[src/rtl/pfc_pkg.sv]
// Shared types and helpers for the serial parity frame checker.
package pfc_pkg;

    typedef enum logic {
        IDLE  = 1'b0,
        SHIFT = 1'b1
    } pfc_state_t;

    // Bit counter must reach DATA_W, the index of the parity beat.
    function automatic int bit_cnt_w(input int data_w);
        return $clog2(data_w + 1);
    endfunction

endpackage

[src/rtl/pfc_out_reg.sv]
// Single-entry valid/ready holding register with parity-error counter and
// sticky overflow flag for frames that arrive while the entry is blocked.
module pfc_out_reg
    import pfc_pkg::*;
#(
    parameter int DATA_W = 10,
    parameter int CNT_W  = 8
) (
    input  logic              clk,
    input  logic              rst_n,
    input  logic              load_valid,
    input  logic [DATA_W-1:0] load_data,
    input  logic              load_perr,
    input  logic              out_ready,
    input  logic              stat_clr,
    output logic              out_valid,
    output logic [DATA_W-1:0] out_data,
    output logic              out_perr,
    output logic [CNT_W-1:0]  err_cnt,
    output logic              overflow
);

    logic accept;
    logic drop;

    // A new word may enter when the entry is empty or is being drained this cycle.
    assign accept = load_valid && (!out_valid || out_ready);
    assign drop   = load_valid && out_valid && !out_ready;

    always_ff @(posedge clk or negedge rst_n) begin
        if (!rst_n) begin
            out_valid <= 1'b0;
            out_data  <= '0;
            out_perr  <= 1'b0;
        end else if (accept) begin
            out_valid <= 1'b1;
            out_data  <= load_data;
            out_perr  <= load_perr;
        end else if (out_valid && out_ready) begin
            out_valid <= 1'b0;
        end
    end

    // stat_clr beats a same-cycle increment or overflow set.
    always_ff @(posedge clk or negedge rst_n) begin
        if (!rst_n) begin
            err_cnt  <= '0;
            overflow <= 1'b0;
        end else if (stat_clr) begin
            err_cnt  <= '0;
            overflow <= 1'b0;
        end else begin
            if (accept && load_perr && (err_cnt != {CNT_W{1'b1}})) begin
                err_cnt <= err_cnt + 1'b1;
            end
            if (drop) begin
                overflow <= 1'b1;
            end
        end
    end

endmodule

[config.mk]
export PLATFORM = sky130hd
export DESIGN_NAME = pfc_out_reg
export DESIGN_NICKNAME = d
export VERILOG_FILES = /design/src/rtl/pfc_pkg.sv /design/src/rtl/pfc_out_reg.sv
export SDC_FILE = /design/constraint.sdc
export NUM_CORES = 1
export LEC_CHECK = 0
export BUFFER_PORTS_ARGS = -buffer_cell sky130_fd_sc_hd__buf_2
export CORE_MARGIN = 2
export CORE_UTILIZATION = 50
export CTS_BUF_LIST = sky130_fd_sc_hd__clkbuf_8
export DETAILED_ROUTE_END_ITERATION = 8
export PLACE_DENSITY = 0.81
export SYNTH_ARGS = -nofsm -noshare
export SYNTH_HDL_FRONTEND = slang
export SYNTH_SLANG_ARGS = --single-unit
[constraint.sdc]
create_clock -name clk -period 1.9 [get_ports clk]
set_input_delay 0.19 -clock clk [delete_from_list [all_inputs] [get_ports clk]]
set_output_delay 0.19 -clock clk [all_outputs]
set_load 0.01 [all_outputs]
==> impl_metrics.yaml, run 1 <==
status:
  status: "completed"
finish:
  multi_input_comb_area_um2: 442
  nets: 136
  area_growth_pct: 26.1
  final_cell_mix: "buf_2 (36), dfrtp_1 (21), mux2_2 (10)"
  fillers: 140
  layout-drive-gt1-share: 0.483
  final_common_cell: "buf_2"
  num_antenna_cells: 0
  fin_area_um2: 1230
  regArea_um2: 526
clock_tree:
  post_cts_buffers: 0
  clk-insertion-delay-late_ns: 0.26
  clock-sinks: 21
  ctsHtreeMaxLevel: 1
  clockBufferDepth: 2
  root_buffer: "clkbuf_8"
  cts_tree: "done"
  numCtsBuffers: 3
  clkTransAtPathRegs_ns: 0.07
  cts_hold_buf: 1
  cts_resized: 0
placement:
  place_hpwl_mm: 1.48
  placed_cell_area_um2: 1180
  gp_congestion: 0.852
  pre_cts_ws_ns: 0.136
  portBuffers: 36
sta:
  slew_violations: 0
  worst_pin_slew_ns: 0.455
  slew_headroom: 0.696
  rsz0062_at_grt: "false"
  fin_ws_ns: 0.121
  fin_worst_skew_ns: 0.000774
  timing.final.crit_period_ns: 1.78
  tns_ns: 0
  maxClockFrequency_mhz: 562
  setup_viol: 0
  period_share: 0.936
  hold_violations: 0
worst_setup_path:
  cp.buffers_inverters: 0
  path_class: "reg2reg"
  slowest_delay_ns: 0.44
  cp_max_fo: 5
  cpLargestDelayFamily: "flip-flops"
  cp_cell_sequence: "ha_1, and4_4, a211oi_4, nand4_1, mux2_1"
  arrival_ns: 1.92
  cp_slowest_cell: "dfrtp_1"
  cp.required_ns: 2.04
  endpoint_kind: "flip-flop"
  critPathLaunchType: "flip-flop"
  timing.rr.start: "err_cnt[0]"
  critical_path.startpoint: "err_cnt[0]"
yosys:
  synthAdderAreaFrac: 0.0128
  synth-simple-area-share: 0.183
  synth-edff-count: 0
  synthMuxAreaShare: 0.147
  synth_cell_type_count: 30
  synth.avg_cell_area_um2: 12.4
  synthCells: 79
  syn-cell-area_um2: 978
  synthFlopType: "dfrtp_1"
  synth_compound_area_frac: 0.0818
  async_flop_share: 1.00
  synth_warnings: 0
  synth_xor_area_frac: 0.0269
  synth_top_family_by_area: "simple AND/OR/NAND/NOR gates"
  ys_seq_area_frac: 0.537
  ys_ff_latch: 21
  syn_nets: 96
drt:
  drc: 0
  wire_per_inst_um: 13.9
  totalWireLength_mm: 1.99
  ant_nets: 0
  first_pass_iters: 4
  drt-initial-drc-count: 7
  vias: 749
  vias_per_cell: 5.24
floorplanning:
  die_area_um2: 2330
  coreArea_um2: 1780
  start_util: 0.549
  die_w_um: 48.2
  rows: 15
  die_h_um: 48.2
  num_io_pins: 37
grt:
  grt_overflow: 0
  antenna_found_initial: 0
  grt_max_degree: 22
  grt_pass1_vias: 707
  grt_usage: 0.190
  grt_pass1_wl_mm: 2.99
pwr:
  leakage_uw: 0.000597
  power.density_nw_per_um2: 767
  max-vdd-ir-drop_v: 0.000538
run:
  max-cap-violations: 0
min_path:
  hold_start: "load_data[7]"
  hold_path_class: "in2reg"
[cell families after synthesis]
logic type | count (synthesis)
AND/OR/NAND/NOR | 31
flip-flops | 21
multiplexers | 13
AO/OA/AOI/OAI | 8
XOR/XNOR | 3
buffers and inverters | 2
adder cells (fa/ha/maj) | 1
[layer usage]
layer	vias to the layer above	track usage	share of wire
li1	362	-	-
met1	361	0.230	0.42
met5	-	0	0
met3	6	0.0148	0.031
met2	20	0.311	0.53
met4	0	0.151	0.027
[worst register-to-register path, delay by kind of cell, from the launching register on]
family	cells	cell delay, ns
compound gates	1	0.27
flops	1	0.44
mux	1	0.32
fa+ha+maj	1	0.27
simple gates	2	0.36
[cell type report]
class / count / share of cell area
clock inverters: 1 / 0.00304
well taps: 25 / 0.0254
repair buffers: 37 / 0.154
clock buffers: 3 / 0.0335
flip-flops and latches: 21 / 0.426
multi-input cells: 56 / 0.358
[path summary, 6_finish.rpt]
kind | endpoint | cells past startpoint | slack (ns)
min | out_data[7] | 2 | 0.16
max in group asynchronous | out_data[9] | 2 | 1.18
min in group asynchronous | err_cnt[7] | 2 | 0.41
min reg2reg | out_perr | 2 | 0.48
max | err_cnt[4] | 5 | 0.12
max reg2reg | err_cnt[4] | 5 | 0.12
[metrics by stage]
stage	util	total power (uW)	hold slack, ns	std cells
after floorplan	-	597	-0.106	79
after global placement	0.661	664	0.163	138
after detailed placement	0.661	670	0.163	138
after CTS	0.692	951	0.159	143
after global routing	0.692	997	0.159	143
final	0.692	946	0.160	143
[Yosys cell counts (all sizes together) (2+ instances only)]
cell,n,area share
mux2i,2,0.020
and3,2,0.018
a21oi,2,0.010
nand4,4,0.026
dfrtp,21,0.54
nand2b,2,0.013
buf,2,0.012
nand3,3,0.020
xnor2,2,0.018
nand2,5,0.022
nor2b,2,0.013
nor2,9,0.035
mux2,11,0.13
[power by group]
| group | total, uW | internal (uW) | leakage [uW] | switching [uW] |
|---|---|---|---|---|
| combinational | 155 | 77.0 | 0.000305 | 78.2 |
| clock | 284 | 144 | 0.0000269 | 141 |
| sequential | 506 | 486 | 0.000265 | 20.4 |
[flip-flops by register name, summed over array words and instances (netlist names)]
register   count
out_perr       1
out_valid      1
err_cnt        8
overflow       1
out_data      10
No activity file was read; power rests on OpenSTA's default activity.
==> inputs of run 2 (changes only) <==
ABC_CLOCK_PERIOD_IN_PS = 1900   (was not set)
CORE_ASPECT_RATIO = 1.2   (was not set)
==> run 2 against run 1 <==
Compared with the run above:
- cell area fell by 0.51%
- power increased by 0.45%
- critical path depth unchanged
- clock power increased by 1%
- sequential share of layout area rose by 0.22 points
- fmax decreased by 3.0%
- non-clock buffer count did not move
- setup slack worse by 0.056 ns
- hold slack got worse by 0.0032 ns
- final cell count down 4.2%
- combinational power about the same
- register-to-register slack worse by 0.06 ns
- largest cell class unchanged
- largest power group unchanged
==> impl_metrics.yaml, run 2 (synthesis gave the netlist of run 1 again) <==
finish:
  fin_area_um2: 1230
  num_antenna_cells: 0
  top_register: "out_data"
  final_common_cell: "buf_2"
  layoutNonFillerInstCount: 137
  layout-drive-gt1-share: 0.492
  nets: 136
  area_growth_pct: 25.4
  final_cell_mix: "buf_2 (36), dfrtp_1 (21), mux2_2 (10)"
  largest_register_ffs: 10
  reg.largest.list: "out_data: 10 flops, err_cnt: 8 flops"
floorplanning:
  coreArea_um2: 1850
  die_w_um: 44.4
  die_area_um2: 2330
  start_util: 0.529
  die_h_um: 52.5
  rows: 17
  num_io_pins: 37
min_path:
  hold-path-endpoint: "out_data[0]"
  hold_path_class: "in2reg"
  hold_start: "load_data[0]"
  whs_path_depth: 2
grt:
  grt_pass1_vias: 781
  grt_pass1_wl_mm: 3.41
  grt_usage: 0.202
  grt_max_degree: 22
  grt_overflow: 0
  antenna_found_initial: 0
placement:
  gp_congestion: 0.781
  placed_cell_area_um2: 1170
  placed_cells: 132
  portBuffers: 36
sta:
  slew_headroom: 0.692
  fin_worst_skew_ns: 0.00733
  rsz0062_at_grt: "false"
  worst_pin_slew_ns: 0.462
  setup_viol: 0
  maxClockFrequency_mhz: 545
  period_share: 0.966
  slew_violations: 0
  timing.final.crit_period_ns: 1.83
  hold_violations: 0
  tns_ns: 0
worst_setup_path:
  rr_endpoint: "err_cnt[4]"
  critPathLaunchType: "flip-flop"
  cp_max_fo: 5
  path_class: "reg2reg"
  ff2ff_path_depth: 5
  arrival_ns: 1.98
  rrSetupSlack_ns: 0.07
  endpoint_kind: "flip-flop"
  timing.rr.start: "err_cnt[0]"
  cp.required_ns: 2.04
clock_tree:
  clk-insertion-delay-late_ns: 0.26
  cts_tree: "done"
  ctsHtreeMaxLevel: 1
  clkTransAtPathRegs_ns: 0.08
  numCtsBuffers: 3
  clockBufferDepth: 2
  root_buffer: "clkbuf_8"
  clock-sinks: 21
drt:
  first_pass_iters: 4
  vias_per_cell: 5.79
  totalWireLength_mm: 2.04
  wire_per_inst_um: 14.9
  vias: 793
  drc: 0
  ant_nets: 0
  drt-initial-drc-count: 10
run:
  max-cap-violations: 0
pwr:
  finalPower_uw: 950
  leakage_uw: 0.000596
  power.density_nw_per_um2: 774
  max-vdd-ir-drop_v: 0.000513
status:
  status: "completed"
-- run 2: final cells by class --
class | instances | area, um^2
Clock inverter | 1 | 5.00
Tap cell | 19 | 23.8
Timing Repair Buffer | 37 | 190
Sequential cell | 21 | 526
Multi-Input combinational cell | 56 | 442
Fill cell | 151 | 623
Clock buffer | 3 | 41.3
-- run 2: where the power goes --
| group | leakage [uW] | internal [uW] | switching [uW] |
|---|---|---|---|
| registers | 0.000265 | 486 | 20.5 |
| logic | 0.000305 | 77.1 | 78.6 |
| clock network | 0.0000255 | 146 | 142 |
| total | 0.000596 | 709 | 241 |
-- run 2: what timing repair did --
action                    CTS  global route
hold buffers                1             0
resized for setup           0             0
hold endpoints to repair   21             0
setup buffers               0             0
-- run 2: worst max path at each step --
stage,from,to
3_3_place_gp,err_cnt[0],err_cnt[4]
5_1_grt,err_cnt[0],err_cnt[4]
3_5_place_dp,err_cnt[0],err_cnt[4]
4_1_cts,err_cnt[0],err_cnt[4]
6_report,err_cnt[0],err_cnt[4]
2_1_floorplan,err_cnt[0],err_cnt[4]
-- run 2: layer usage --
metal	share of wire	up-vias	GRT usage
met5	0	-	0
met4	0	0	0.101
met3	0.060	0	0.0483
met2	0.51	41	0.336
met1	0.43	390	0.239
li1	-	362	-
-- run 2: critical path, stage by stage, from the launching register on --
cell	delay (ns)
dfrtp_1	0.45
ha_1	0.27
and4_4	0.22
a211oi_4	0.30
nand4_1	0.14
mux2_1	0.34
-- run 2: per-stage QoR --
| step | utilization | worst slack (ns) | hold WS [ns] |
|---|---|---|---|
| after floorplan | - | 0.180 | -0.106 |
| after global routing | 0.663 | 0.0308 | 0.152 |
| final | 0.663 | 0.0655 | 0.157 |
| after global placement | 0.633 | 0.194 | 0.164 |
| after CTS | 0.663 | 0.0774 | 0.155 |
| after detailed placement | 0.633 | 0.115 | 0.167 |
